### src/rtl/mem_led_pkg.sv
// Shared definitions for the LED pattern memory: geometry, writer FSM states and
// the {page, offset} address map used by both the player and the writer.
package mem_led_pkg;

    localparam int DATA_W     = 8;
    localparam int OFS_W      = 4;
    localparam int PAGE_DEPTH = 1 << OFS_W;

    typedef enum logic [1:0] {
        WR_IDLE  = 2'd0,
        WR_LOAD  = 2'd1,
        WR_CLEAR = 2'd2,
        WR_DONE  = 2'd3
    } wr_state_t;

    // Page bit sits above the in-page offset; the player decodes the same way.
    function automatic logic [OFS_W:0] page_addr(input logic page, input logic [OFS_W-1:0] ofs);
        return {page, ofs};
    endfunction

endpackage

### src/rtl/mem_pattern_writer_if.sv
// Command, pattern-stream and memory-write signals of the pattern writer.
// master = pattern source side, slave = the writer block.
interface mem_pattern_writer_if #(
    parameter int DATA_W = mem_led_pkg::DATA_W,
    parameter int OFS_W  = mem_led_pkg::OFS_W
);
    logic              page_sel;
    logic              start;
    logic              clear;
    logic              abort;
    logic [DATA_W-1:0] din;
    logic              din_valid;
    logic              din_ready;
    logic [OFS_W:0]    mem_addr;
    logic [DATA_W-1:0] mem_data;
    logic              mem_wren;
    logic              busy;
    logic              done;
    logic [OFS_W:0]    wr_count;

    modport master (
        output page_sel, start, clear, abort, din, din_valid,
        input  din_ready, mem_addr, mem_data, mem_wren, busy, done, wr_count
    );

    modport slave (
        input  page_sel, start, clear, abort, din, din_valid,
        output din_ready, mem_addr, mem_data, mem_wren, busy, done, wr_count
    );
endinterface

### src/rtl/wr_addr_gen.sv
// In-page offset counter for the pattern writer: synchronous clear, increment,
// and a flag marking the last offset of the page.
module wr_addr_gen #(
    parameter int OFS_W = 4
) (
    input  logic             clk,
    input  logic             reset,
    input  logic             clr,
    input  logic             inc,
    output logic [OFS_W-1:0] ofs,
    output logic             last
);
    localparam logic [OFS_W-1:0] OFS_ONE = {{(OFS_W-1){1'b0}}, 1'b1};

    logic [OFS_W-1:0] ofs_q, ofs_d;

    always_comb begin
        ofs_d = ofs_q;
        if (clr)
            ofs_d = '0;
        else if (inc)
            ofs_d = ofs_q + OFS_ONE;
    end

    always_ff @(posedge clk or negedge reset) begin
        if (!reset)
            ofs_q <= '0;
        else
            ofs_q <= ofs_d;
    end

    assign ofs  = ofs_q;
    assign last = &ofs_q;
endmodule

### src/rtl/mem_pattern_writer.sv
// Loads or zero-fills one 16-entry page of the LED pattern memory. All memory
// write outputs are registered; a session always ends with a one-cycle DONE.
module mem_pattern_writer #(
    parameter int DATA_W = mem_led_pkg::DATA_W,
    parameter int OFS_W  = mem_led_pkg::OFS_W
) (
    input  logic                 clk,
    input  logic                 reset,
    mem_pattern_writer_if.slave  bus
);
    import mem_led_pkg::*;

    localparam logic [OFS_W:0] CNT_ONE = {{OFS_W{1'b0}}, 1'b1};

    wr_state_t         state_q, state_d;
    logic              page_q, page_d;
    logic [OFS_W:0]    mem_addr_q, mem_addr_d;
    logic [DATA_W-1:0] mem_data_q, mem_data_d;
    logic              mem_wren_q, mem_wren_d;
    logic [OFS_W:0]    cnt_q, cnt_d;

    logic [OFS_W-1:0]  ofs;
    logic              ofs_last, ofs_clr, ofs_inc;
    logic              wr;
    logic [DATA_W-1:0] wr_data;

    wr_addr_gen #(.OFS_W(OFS_W)) u_addr (
        .clk   (clk),
        .reset (reset),
        .clr   (ofs_clr),
        .inc   (ofs_inc),
        .ofs   (ofs),
        .last  (ofs_last)
    );

    always_comb begin
        state_d    = state_q;
        page_d     = page_q;
        mem_addr_d = mem_addr_q;
        mem_data_d = mem_data_q;
        mem_wren_d = 1'b0;
        cnt_d      = cnt_q;
        ofs_clr    = 1'b0;
        ofs_inc    = 1'b0;
        wr         = 1'b0;
        wr_data    = '0;

        case (state_q)
            WR_IDLE: begin
                // clear has priority when both commands arrive together
                if (bus.clear || bus.start) begin
                    state_d = bus.clear ? WR_CLEAR : WR_LOAD;
                    page_d  = bus.page_sel;
                    cnt_d   = '0;
                    ofs_clr = 1'b1;
                end
            end
            WR_LOAD: begin
                if (bus.din_valid) begin
                    wr      = 1'b1;
                    wr_data = bus.din;
                    if (ofs_last)
                        state_d = WR_DONE;
                end
                // a word arriving with abort is still written
                if (bus.abort)
                    state_d = WR_DONE;
            end
            WR_CLEAR: begin
                wr = 1'b1;
                if (ofs_last)
                    state_d = WR_DONE;
            end
            WR_DONE:  state_d = WR_IDLE;
            default:  state_d = WR_IDLE;
        endcase

        if (wr) begin
            mem_addr_d = page_addr(page_q, ofs);
            mem_data_d = wr_data;
            mem_wren_d = 1'b1;
            cnt_d      = cnt_q + CNT_ONE;
            ofs_inc    = 1'b1;
        end
    end

    always_ff @(posedge clk or negedge reset) begin
        if (!reset) begin
            state_q    <= WR_IDLE;
            page_q     <= 1'b0;
            mem_addr_q <= '0;
            mem_data_q <= '0;
            mem_wren_q <= 1'b0;
            cnt_q      <= '0;
        end else begin
            state_q    <= state_d;
            page_q     <= page_d;
            mem_addr_q <= mem_addr_d;
            mem_data_q <= mem_data_d;
            mem_wren_q <= mem_wren_d;
            cnt_q      <= cnt_d;
        end
    end

    assign bus.din_ready = (state_q == WR_LOAD);
    assign bus.busy      = (state_q != WR_IDLE);
    assign bus.done      = (state_q == WR_DONE);
    assign bus.mem_addr  = mem_addr_q;
    assign bus.mem_data  = mem_data_q;
    assign bus.mem_wren  = mem_wren_q;
    assign bus.wr_count  = cnt_q;
endmodule

### src/flat_wrapper.sv
// flat-port wrapper written by rule: the top's interface ports become plain ports
module mem_pattern_writer_flat import mem_led_pkg::*;
#(
    parameter int DATA_W = mem_led_pkg::DATA_W,
    parameter int OFS_W  = mem_led_pkg::OFS_W
)
  (clk, reset, bus_page_sel, bus_start, bus_clear, bus_abort, bus_din, bus_din_valid, bus_din_ready, bus_mem_addr, bus_mem_data, bus_mem_wren, bus_busy, bus_done, bus_wr_count);
  mem_pattern_writer_if #(.DATA_W(DATA_W), .OFS_W(OFS_W)) bus_i ();
  input  logic clk;
  input  logic reset;
  input wire logic [$bits(bus_i.page_sel)-1:0] bus_page_sel;
  input wire logic [$bits(bus_i.start)-1:0] bus_start;
  input wire logic [$bits(bus_i.clear)-1:0] bus_clear;
  input wire logic [$bits(bus_i.abort)-1:0] bus_abort;
  input wire logic [$bits(bus_i.din)-1:0] bus_din;
  input wire logic [$bits(bus_i.din_valid)-1:0] bus_din_valid;
  output wire logic [$bits(bus_i.din_ready)-1:0] bus_din_ready;
  output wire logic [$bits(bus_i.mem_addr)-1:0] bus_mem_addr;
  output wire logic [$bits(bus_i.mem_data)-1:0] bus_mem_data;
  output wire logic [$bits(bus_i.mem_wren)-1:0] bus_mem_wren;
  output wire logic [$bits(bus_i.busy)-1:0] bus_busy;
  output wire logic [$bits(bus_i.done)-1:0] bus_done;
  output wire logic [$bits(bus_i.wr_count)-1:0] bus_wr_count;
  assign bus_i.page_sel = bus_page_sel;
  assign bus_i.start = bus_start;
  assign bus_i.clear = bus_clear;
  assign bus_i.abort = bus_abort;
  assign bus_i.din = bus_din;
  assign bus_i.din_valid = bus_din_valid;
  assign bus_din_ready = bus_i.din_ready;
  assign bus_mem_addr = bus_i.mem_addr;
  assign bus_mem_data = bus_i.mem_data;
  assign bus_mem_wren = bus_i.mem_wren;
  assign bus_busy = bus_i.busy;
  assign bus_done = bus_i.done;
  assign bus_wr_count = bus_i.wr_count;
  mem_pattern_writer #(.DATA_W(DATA_W), .OFS_W(OFS_W)) u_core (.clk(clk), .reset(reset), .bus(bus_i));
endmodule
### config.mk
export PLATFORM = sky130hd
export DESIGN_NAME = mem_pattern_writer_flat
export DESIGN_NICKNAME = d
export VERILOG_FILES = /design/src/rtl/mem_led_pkg.sv /design/src/rtl/mem_pattern_writer_if.sv /design/src/rtl/wr_addr_gen.sv /design/src/rtl/mem_pattern_writer.sv /design/src/flat_wrapper.sv
export SDC_FILE = /design/constraint.sdc
export NUM_CORES = 1
export LEC_CHECK = 0
export BUFFER_PORTS_ARGS = -buffer_cell sky130_fd_sc_hd__buf_4
export CORE_MARGIN = 5
export CORE_UTILIZATION = 40
export CTS_CLUSTER_SIZE = 40
export DETAILED_ROUTE_END_ITERATION = 8
export GPL_TIMING_DRIVEN = 0
export SLEW_MARGIN = 20
export SYNTH_ARGS = -nofsm -noshare
export SYNTH_HDL_FRONTEND = slang
export SYNTH_HIERARCHICAL = 1
export SYNTH_SLANG_ARGS = --single-unit
### constraint.sdc
create_clock -name clk -period 3.46 [get_ports clk]
set_input_delay 0.173 -clock clk [delete_from_list [all_inputs] [get_ports clk]]
set_output_delay 0.173 -clock clk [all_outputs]
set_load 0.03 [all_outputs]
==> summary.txt, run 1 <==
Synth
  • Synth Area in XOR/XNOR: 0.0213
  • Gate Count Post-Synth: 101
  • Post-synth top area share: 0.527
  • Post-synth cell types: 29
  • Synth top area cells: dfrtp_1 (53%), ha_1 (8.1%), a22o_1 (6.4%)
  • Register area share after synthesis: 0.527
  • Syn Nets: 124
  • Synth async-reset ratio: 1.00
  • EDFF count, synth: 0
  • Count leader, synth: dfrtp_1
  • Area leader, netlist: dfrtp_1
  • Largest family of logic cells by synthesized area: compound AO/OA/AOI/OAI gates
  • Most frequent cells after synthesis: dfrtp_1 (26), a22o_1 (9), ha_1 (8), inv_1 (7)
  • Synth Register Bits: 26
  • Adder-cell share of the synthesized area: 0.0811
  • Syn Std Cell Area: about 1200 um^2
  • Top FF cell, synth: dfrtp_1
  • Avg Inst Size Synth: 12.2 um^2
  • Multiplexer area fraction after synthesis: 0.0912
  • Synth Area in Compound Gates: 0.164
  • Synthesis Warnings: 6
  • Synth Area in Simple Gates: 0.0729

Setup path
  • CP peak stage delay: 0.41 ns
  • Crit path cell chain: inv_1, ha_1, a21oi_2, nand2b_1, buf_6, buf_6, inv_1, nand4_1, mux2_4
  • Kind of critical path: register to register
  • R2R Path End: u_core/u_addr/ofs[3]
  • CP Launch Point: u_core/state_q[1]
  • Critical Path RT: 3.67 ns
  • Data arrival, critical path: 2.41 ns
  • R2r setup slk: 1.26 ns
  • Worst r2r src: u_core/state_q[1]
  • Reg2reg path depth: 9
  • Kind of end point of the critical path: register
  • Worst Setup EP: u_core/u_addr/ofs[3]
  • CP startpoint kind: register
  • Slowest stage cell, crit path: dfrtp_1
  • Worst-path fanout max: 10

Pwr
  • Power density over the cells: 879 nW/um^2
  • Internal: 0.000790 W
  • Clock network power share: 0.105
  • NetSw: 0.000611 W
  • Sw Ratio: 0.436
  • LEAKAGE: 0.830 nW
  • Max IR drop VDD: 398 uV
  • Seq pwr share: 0.340
  • Comb power frac: 0.554

Timing
  • Slew @ Worst Pin: roughly 0.53 ns
  • Period utilisation layout: 0.636
  • Final hold vios: 0
  • Setup Viol. Count Final: 0
  • RSZ-0062 raised after global routing: false
  • Sum Neg Setup Slack: 0 ns
  • Hold_ws: 0.0685 ns
  • Fmax: 455 MHz
  • Slew Viols, Final: 0
  • Rel. slew slack: 0.645
  • Crit path time final: between 2 and 2.5 ns
  • Post-route clock skew: 0.000909 ns

Cells and area
  • Non-Filler Instances: between 150 and 200
  • Design area: 1590 um^2
  • Area growth from synthesis to layout: 29.0%
  • Nets: 166
  • Layout cells sized above 1: 0.359
  • Antenna cell count: 0
  • Final Util: 0.530

Die
  • Core Area: 3000 um^2
  • Die area: between 4000 and 5000 um^2
  • Initial Util: 0.411
  • FP Rows: 20
  • Ports: 37
  • Die Wd: 65.6 um
  • Die Height: 65.6 um

Clocking
  • CTS Root Cell: clkbuf_4
  • Bufs on Longest Clock Path: 2
  • Reg clk slew, reported paths: about 0.13 ns
  • Clk Latency, worst-skew pair: 0.31 ns
  • CTS tree: built
  • Cts bufs inserted: 3
  • CTS H-tree depth: 1
  • # Post-CTS Setup Buffers: 0
  • Clk sinks: 26

Outcome
  • Status: finished clean

Placement
  • Hpwl dp: approximately 1900 um
  • Cell Count Post-Placement: 170
  • Placed instance area: 1550 um^2
  • GPL Wtd Cong: 0.715
  • I/O Buffers: 36

Detailed routing
  • First-pass iteration count of the detailed router: 2
  • Drt drc: 0
  • Initial DRC count: 47
  • Routed wire length: 2460 um
  • Via density: ~5.2
  • Vias: slightly above 900
  • Post-route ant nets: 0
  • WL/cell: ~14 um

Global routing
  • Vias in the first global route: 978
  • Antenna violations before repair: 0
  • Congestion Overflow GR: 0
  • Largest net degree at the start of global routing: 27
  • Gr usage total: 0.127
  • First-pass GRT wire length: 4240 um

Run
  • Maxcap violations: 0

Min path
  • Min-Delay Path Class: input pin to register
-- worst min path at each step --
stage	start	end	slack [ns]	depth (start not counted)
finish	bus_din[1]	u_core/bus.mem_data[1]	0.07	2
global route	bus_din[2]	u_core/bus.mem_data[2]	0.04	2
CTS	bus_din[1]	u_core/bus.mem_data[1]	0.05	2
detailed placement	reset	u_core/bus.mem_data[5]	0.1	1
global placement	reset	u_core/bus.mem_data[5]	0.1	1
floorplan	reset	u_core/bus.mem_addr[0]	-0.12	0
-- logic make-up after synthesis --
group	count (synthesis)
buffers and inverters	10
AO/OA/AOI/OAI	27
adder cells (fa/ha/maj)	8
multiplexers	10
flip-flops	26
XOR/XNOR	3
AND/OR/NAND/NOR	17
-- through the flow --
step | total power (W) | setup WS [ns]
3_3_place_gp | 0.00125 | 1.30
6_report | 0.00140 | 1.26
5_1_grt | 0.00151 | 1.05
2_1_floorplan | 0.00102 | 1.27
3_5_place_dp | 0.00127 | 1.27
4_1_cts | 0.00142 | 1.25
-- final cells by class --
cell class,instances,area (um^2)
clock buffer,4,36.3
buffer,3,26.3
fill,283,1410
inverter,7,26.3
multi-input combinational,65,532
tap,33,41.3
timing repair buffer,37,280
sequential,26,651
-- sequential cells by signal, summed over array words and instances, names as in the netlist --
register / cells
u_core/bus.mem_data: 8
u_core/state_q: 2
u_core/u_addr/ofs: 4
u_core/bus.mem_addr: 5
u_core/bus.wr_count: 5
u_core/bus.mem_wren: 1
u_core/page_q: 1
-- layer usage --
layer / vias to the layer above / track usage / share of wire
li1: 442 / - / -
met1: 454 / 0.139 / 0.43
met2: 15 / 0.228 / 0.51
met5: - / 0 / 0
met4: 0 / 0.0363 / 0.0037
met3: 2 / 0.0462 / 0.050
-- critical path, delay by kind of cell, from the launching register on --
family          cells  cell delay, ns
compound gates      1            0.28
simple gates        2            0.31
mux                 1            0.30
fa+ha+maj           1            0.26
flops               1            0.41
buf+inv             4            0.53
-- what timing repair did --
item / in CTS / in global routing
hold buffers: 1 / 0
endpoints found under the setup margin: 0 / 0
gates resized for setup: 0 / 0
endpoints found under the hold margin: 26 / 0
-- placed cells by master (no fill, tap or decap), types with 2 or more instances in the layout --
master	Yosys	layout
xor2_1	2	2
inv_1	7	7
nor2_1	6	6
and3_1	2	2
mux2i_1	3	3
ha_1	8	8
nand3_1	2	2
o211ai_1	4	4
o21ai_1	3	3
buf_4	0	36
a22o_1	9	9
o21ai_0	3	3
buf_6	2	2
dfrtp_1	26	26
nand2b_1	4	4
mux2_2	6	6
clkbuf_4	0	3
-- power by group through the flow --
stage / logic (W) / clock network [W] / registers, W
after global routing: 0.000851 / 0.000171 / 0.000491
final: 0.000777 / 0.000148 / 0.000476
after global placement: 0.000771 / 0 / 0.000477
after detailed placement: 0.000786 / 0 / 0.000482
after CTS: 0.000787 / 0.000157 / 0.000476
after floorplan: 0.000428 / 0 / 0.000593
Note: power is estimated with default switching activity, not from simulation.
==> run 2: changes to the inputs <==
==> constraint.sdc (replaced) <==
create_clock -name clk -period 2.1 [get_ports clk]
set_input_delay 0.105 -clock clk [delete_from_list [all_inputs] [get_ports clk]]
set_output_delay 0.105 -clock clk [all_outputs]
set_load 0.03 [all_outputs]
==> run 2 against run 1 <==
  * Sequential share of layout area shrank 2.7 points
  * Maximum frequency increased by 16%
  * Power grew 72%
  * Wire length increased by 4.4%
  * Combinational power grew 84%
  * Register-to-register slack got worse by 1.1 ns
  * Via count rose by 2.3%
  * Non-clock buffer count increased by 12
  * Sequential cell count is the same
  * Clock skew increased by 0.0013 ns
  * Final cell count grew 6.3%
  * Hold slack worse by 0.051 ns
==> summary.txt, run 2 (synthesis gave the netlist of run 1 again) <==
Timing
  • Slew @ Worst Pin: approximately 0.51 ns
  • Post-route clock skew: roughly 0.0022 ns
  • Setup Viol. Count Final: 0
  • Fmax: 526 MHz
  • RSZ-0062 raised after global routing: false
  • Period utilisation layout: 0.906
  • Slew Viols, Final: 0
  • Rel. slew slack: 0.659
  • Crit path time final: 1.90 ns
  • Final hold vios: 0
  • Sum Neg Setup Slack: 0 ns

Setup path
  • Kind of end point of the critical path: register
  • Slowest stage cell, crit path: dfrtp_2
  • CP peak stage delay: 0.45 ns
  • Worst-path fanout max: 19
  • WP buf/inv: 3
  • CP startpoint kind: register
  • Crit path cell chain: inv_1, ha_2, a21oi_4, nand2b_1, buf_6, clkinvlp_4, nand4_1, mux2_4
  • Kind of critical path: register to register
  • Critical Path RT: 2.31 ns
  • Data arrival, critical path: 2.11 ns
  • CP top delay family: flip-flops

Die
  • Die Wd: 65.6 um
  • Die area: 4300 um^2
  • Core Area: 3000 um^2
  • FP Rows: 20
  • Initial Util: 0.411
  • Die Height: 65.6 um
  • Ports: 37

Cells and area
  • Commonest non-fill, non-tap cells in the layout: buf_4 (43), dfrtp_1 (25), a22o_1 (9)
  • Most common cell after layout, fill and taps aside: buf_4
  • Max reg flops: 8
  • Final Util: 0.569
  • Antenna cell count: 0
  • Layout fillers: 273
  • Seq. cell area: 652 um^2
  • Nets: 178
  • Layout cells sized above 1: 0.399
  • Area growth from synthesis to layout: 38.3%
  • Area of the multi-input gates: 554 um^2

Global routing
  • First-pass GRT wire length: about 4500 um
  • Antenna violations before repair: 0
  • Gr usage total: 0.133
  • Largest net degree at the start of global routing: 27
  • Vias in the first global route: 978
  • Congestion Overflow GR: 0

Detailed routing
  • Routed wire length: around 2600 um
  • WL met3: 101 um
  • WL/cell: 13.8 um
  • Met2 wire len: 1330 um
  • Uppermost layer routed: met3
  • Drt drc: 0
  • Via density: between 5 and 6
  • Initial DRC count: 48
  • Post-route ant nets: 0
  • Vias: 934
  • Post-Route M1 WL: 1140 um
  • First-pass iteration count of the detailed router: 4

Placement
  • I/O Buffers: 36
  • GPL Wtd Cong: a little under 0.7
  • Hpwl dp: between 1500 and 2000 um

Min path
  • Min-Delay Path Class: input pin to register

Clocking
  • CTS H-tree depth: 1
  • Cts bufs inserted: 3
  • CTS Root Cell: clkbuf_4
  • Clk Latency, worst-skew pair: ~0.31 ns
  • CTS tree: built
  • Bufs on Longest Clock Path: 2
  • Clk sinks: 26
  • Reg clk slew, reported paths: 0.12 ns

Pwr
  • Max IR drop VDD: 660 uV
  • Power density over the cells: 1410 nW/um^2
  • LEAKAGE: 0.866 nW

Outcome
  • Status: finished clean

Run
  • Maxcap violations: 0
==> run 2: worst reg2reg max path, stage by stage, from the launching register on <==
cell and delay [ns]:
dfrtp_2 0.45, inv_1 0.11, ha_2 0.23, a21oi_4 0.11, nand2b_1 0.13, buf_6 0.20, clkinvlp_4 0.14, nand4_1 0.13
mux2_4 0.30
==> run 2: timing repair <==
item | in CTS | in global routing
gates resized for setup | 2 | 4
hold buffers | 6 | 1
buffers inserted | 5 | 2
setup endpoints to repair | 1 | 4
cloned | 0 | 0
hold endpoints to repair | 31 | 1
==> run 2: worst paths after layout <==
kind | endpoint | from | cells past startpoint | slack [ns]
setup / recovery | u_core/u_addr/ofs[3] | u_core/state_q[0] | 8 | 0.20
hold reg to reg | u_core/page_q | u_core/page_q | 1 | 0.52
hold / removal | u_core/bus.mem_data[6] | bus_din[6] | 2 | 0.02
min in group asynchronous | u_core/bus.mem_data[6] | reset | 2 | 0.22
setup reg to reg | u_core/u_addr/ofs[3] | u_core/state_q[0] | 8 | 0.20
max in group asynchronous | u_core/state_q[0] | reset | 2 | 1.63
==> run 2: layer usage <==
metal,vias to the layer above,GRT usage
met2,15,0.235
li1,464,-
met1,455,0.166
met5,-,0
met3,0,0.0359
met4,0,0.0155
==> run 2: metrics by stage <==
| step | cells | setup slack (ns) | hold slack, ns | power (W) | area [um^2] |
|---|---|---|---|---|---|
| CTS | 184 | 0.0696 | 0.00273 | 0.00241 | 1680 |
| global placement | 170 | -0.0569 | 0.0270 | 0.00206 | 1550 |
| detailed placement | 170 | -0.0901 | 0.0264 | 0.00209 | 1550 |
| floorplan | 101 | 0.0371 | -0.191 | 0.00169 | 1240 |
| global route | 186 | 0.0494 | 0.00446 | 0.00260 | 1710 |
| finish | 186 | 0.198 | 0.0171 | 0.00242 | 1710 |
==> run 2: where the power goes <==
group / leakage [nW] / switching [W] / internal (W)
Combinational: 0.510 / 0.000786 / 0.000640
Clock: 0.0138 / 0.000129 / 0.0000670
Sequential: 0.342 / 0.000132 / 0.000662
Total: 0.866 / 0.00105 / 0.00137
==> run 2: final cells by class <==
cell class	instances	area share
sequential	26	0.382
multi-input combinational	65	0.325
timing repair buffer	50	0.230
tap	33	0.0242
inverter	7	0.0176
clock buffer	3	0.0132
buffer	2	0.00879
==> run 3: changes to the inputs <==
--- a/config.mk
+++ b/config.mk
@@ -14,5 +14,4 @@
 export SLEW_MARGIN = 20
 export SYNTH_ARGS = -nofsm -noshare
 export SYNTH_HDL_FRONTEND = slang
-export SYNTH_HIERARCHICAL = 1
 export SYNTH_SLANG_ARGS = --single-unit
==> run 3 against run 2 <==
  * Clock skew is 0.0023 ns higher
  * Sequential power is 4.9% lower
  * Sequential cell count stayed put
  * Clock power is 26% higher
  * Critical endpoint is now u_core.bus.mem_data[2]
==> summary.txt, run 3 <==
Outcome
  • Status: finished clean

Placement
  • Hpwl dp: 2040 um
  • GPL Wtd Cong: roughly 0.8
  • Dpl ws: 0.270 ns
  • I/O Buffers: 36
  • Cell Count Post-Placement: 175

Synth
  • Largest family of logic cells by synthesized area: compound AO/OA/AOI/OAI gates
  • Area leader, netlist: dfrtp_1
  • Synth Register Bits: 26
  • Synth Area in Simple Gates: 0.0946
  • Register area share after synthesis: 0.529
  • Count leader, synth: dfrtp_1
  • Gate Count Post-Synth: 106
  • Synthesis Warnings: 0
  • Post-synth cell types: 30
  • EDFF count, synth: 0
  • Most frequent cells after synthesis: dfrtp_1 (26), a22o_1 (8), o21ai_0 (8), ha_1 (7), nand3_1 (7)
  • Synth top area cells: dfrtp_1 (53%), ha_1 (7.1%), a22o_1 (5.7%)
  • Top FF cell, synth: dfrtp_1
  • Synth Area in Compound Gates: 0.201
  • Syn Nets: between 100 and 150
  • Post-synth top area share: 0.529
  • Multiplexer area fraction after synthesis: 0.0631
  • Syn Std Cell Area: roughly 1200 um^2
  • Synth Area in XOR/XNOR: 0.0142
  • Avg Inst Size Synth: 11.6 um^2
  • Adder-cell share of the synthesized area: 0.0712
  • Synth async-reset ratio: 1.00

Timing
  • Final hold vios: 0
  • Slew Viols, Final: 0
  • Fmax: about 540 MHz
  • Hold_ws: 0.00845 ns
  • Crit path time final: 1.84 ns
  • Setup Viol. Count Final: 0
  • Sum Neg Setup Slack: 0 ns
  • Rel. slew slack: 0.565
  • PnR worst setup slack: 0.260 ns
  • Post-route clock skew: 0.00444 ns
  • Period utilisation layout: 0.876
  • RSZ-0062 raised after global routing: false
  • Slew @ Worst Pin: 0.648 ns

Pwr
  • Power density over the cells: 1360 nW/um^2
  • LEAKAGE: 0.831 nW
  • Post-layout total power: between 0.002 and 0.0025 W
  • Max IR drop VDD: between 500 and 600 uV

Global routing
  • First-pass GRT wire length: 4580 um
  • GR peak layer: met2
  • Antenna violations before repair: 0
  • Vias in the first global route: 1,006
  • GR met1 Demand/Resource: 0.174
  • GR Layer Usage met3: 0.0359
  • Congestion Overflow GR: 0
  • Gr usage total: 0.137
  • Met2 usage: 0.236
  • Largest net degree at the start of global routing: 27

Setup path
  • Kind of critical path: register to register
  • Worst-path fanout max: 10
  • CP startpoint kind: register
  • Slowest stage cell, crit path: dfrtp_1
  • Kind of end point of the critical path: register
  • Critical Path RT: 2.32 ns
  • Data arrival, critical path: 2.06 ns
  • Crit path cell chain: inv_1, ha_1, a21o_2, nand2_2, buf_2, a22o_1
  • CP peak stage delay: 0.45 ns
  • Reg2reg path depth: 6
  • R2r setup slk: 0.26 ns

Detailed routing
  • Routed wire length: 2730 um
  • First-pass iteration count of the detailed router: 4
  • Vias: 991
  • Via density: 5.33
  • Initial DRC count: 30
  • Post-route ant nets: 0
  • Drt drc: 0
  • WL/cell: 14.7 um

Clocking
  • Bufs on Longest Clock Path: 2
  • CTS Root Cell: clkbuf_4
  • Clk sinks: 26
  • CTS H-tree depth: 1
  • CTS tree: built
  • Post-CTS Resized: 0
  • Clk Latency, worst-skew pair: 0.31 ns
  • Reg clk slew, reported paths: 0.14 ns
  • Cts bufs inserted: 3
  • # Post-CTS Setup Buffers: 0
  • Hold Buf Count CTS: 5

Cells and area
  • Max reg flops: 8
  • Commonest non-fill, non-tap cells in the layout: buf_4 (36), dfrtp_1 (26), a22o_1 (8), o21ai_0 (8)
  • Nets: 176
  • Most common cell after layout, fill and taps aside: buf_4
  • Area growth from synthesis to layout: 34.0%
  • Layout cells sized above 1: 0.359
  • Non-Filler Instances: 186
  • Antenna cell count: 0

Die
  • FP Rows: 20
  • Initial Util: 0.410
  • Ports: 37
  • Core Area: about 3000 um^2
  • Die Height: 65.5 um
  • Die Wd: between 60 and 70 um
  • Die area: ~4300 um^2

Min path
  • Worst hold path depth: 2
  • Min-Delay Path Class: input pin to register

Run
  • Maxcap violations: 0
==> run 3: changes by cell type in the layout (fill, tap and decap cells not counted), moves of 3 or more <==
| cell | before | now |
|---|---|---|
| nand3_1 | 2 | 7 |
| a21oi_1 | 1 | 4 |
| o21ai_0 | 3 | 8 |
| buf_4 | 43 | 36 |
| nor2_1 | 6 | 3 |
==> run 3: critical path, delay by kind of cell, from the launching register on <==
family                     cells  cell delay, ns
AOI/OAI and AO/OA              2            0.47
adders and majority gates      1            0.32
buffers and inverters          2            0.36
DFF                            1            0.45
and+or+nand+nor                1            0.15
==> run 3: logic make-up (layout without fill, tap and decap cells) <==
group | Yosys count | in the layout
xor+xnor | 2 | 2
compound gates | 35 | 35
simple gates | 21 | 21
flops | 26 | 26
fa+ha+maj | 7 | 7
mux | 7 | 7
buf+inv | 8 | 55
==> run 3: per-stage QoR <==
step           cell area (um^2)   util
3_5_place_dp               1540  0.513
2_1_floorplan              1230      -
3_3_place_gp               1540  0.513
6_report                   1650  0.549
5_1_grt                    1650  0.549
4_1_cts                    1630  0.542
==> run 3: worst paths after layout <==
check	from	endpoint
min	bus_din[2]	u_core.bus.mem_data[2]
min in group asynchronous	reset	u_core.bus.mem_data[6]
max reg2reg	u_core.state_q[1]	u_core.bus.mem_data[2]
min reg2reg	u_core.page_q	u_core.bus.mem_addr[4]
max	u_core.state_q[1]	u_core.bus.mem_data[2]
max in group asynchronous	reset	u_core.state_q[1]
==> run 3: routing by layer <==
layer,share of wire,up-vias
met2,0.51,16
met1,0.45,486
met3,0.037,2
met5,0,-
met4,0.0048,0
li1,-,487
==> run 3: layout make-up <==
class / instances / area [um^2]
Fill cell: 280 / 1360
Sequential cell: 26 / 651
Multi-Input combinational cell: 72 / 547
Timing Repair Buffer: 43 / 340
Tap cell: 33 / 41.3
Clock buffer: 4 / 36.3
Inverter: 6 / 22.5
Buffer: 2 / 10.0
==> run 3: power by group <==
group | leakage, nW | internal, W | total [W] | switching [W]
sequential | 0.346 | 0.000646 | 0.000755 | 0.000108
combinational | 0.464 | 0.000476 | 0.00123 | 0.000756
clock | 0.0210 | 0.000106 | 0.000247 | 0.000141
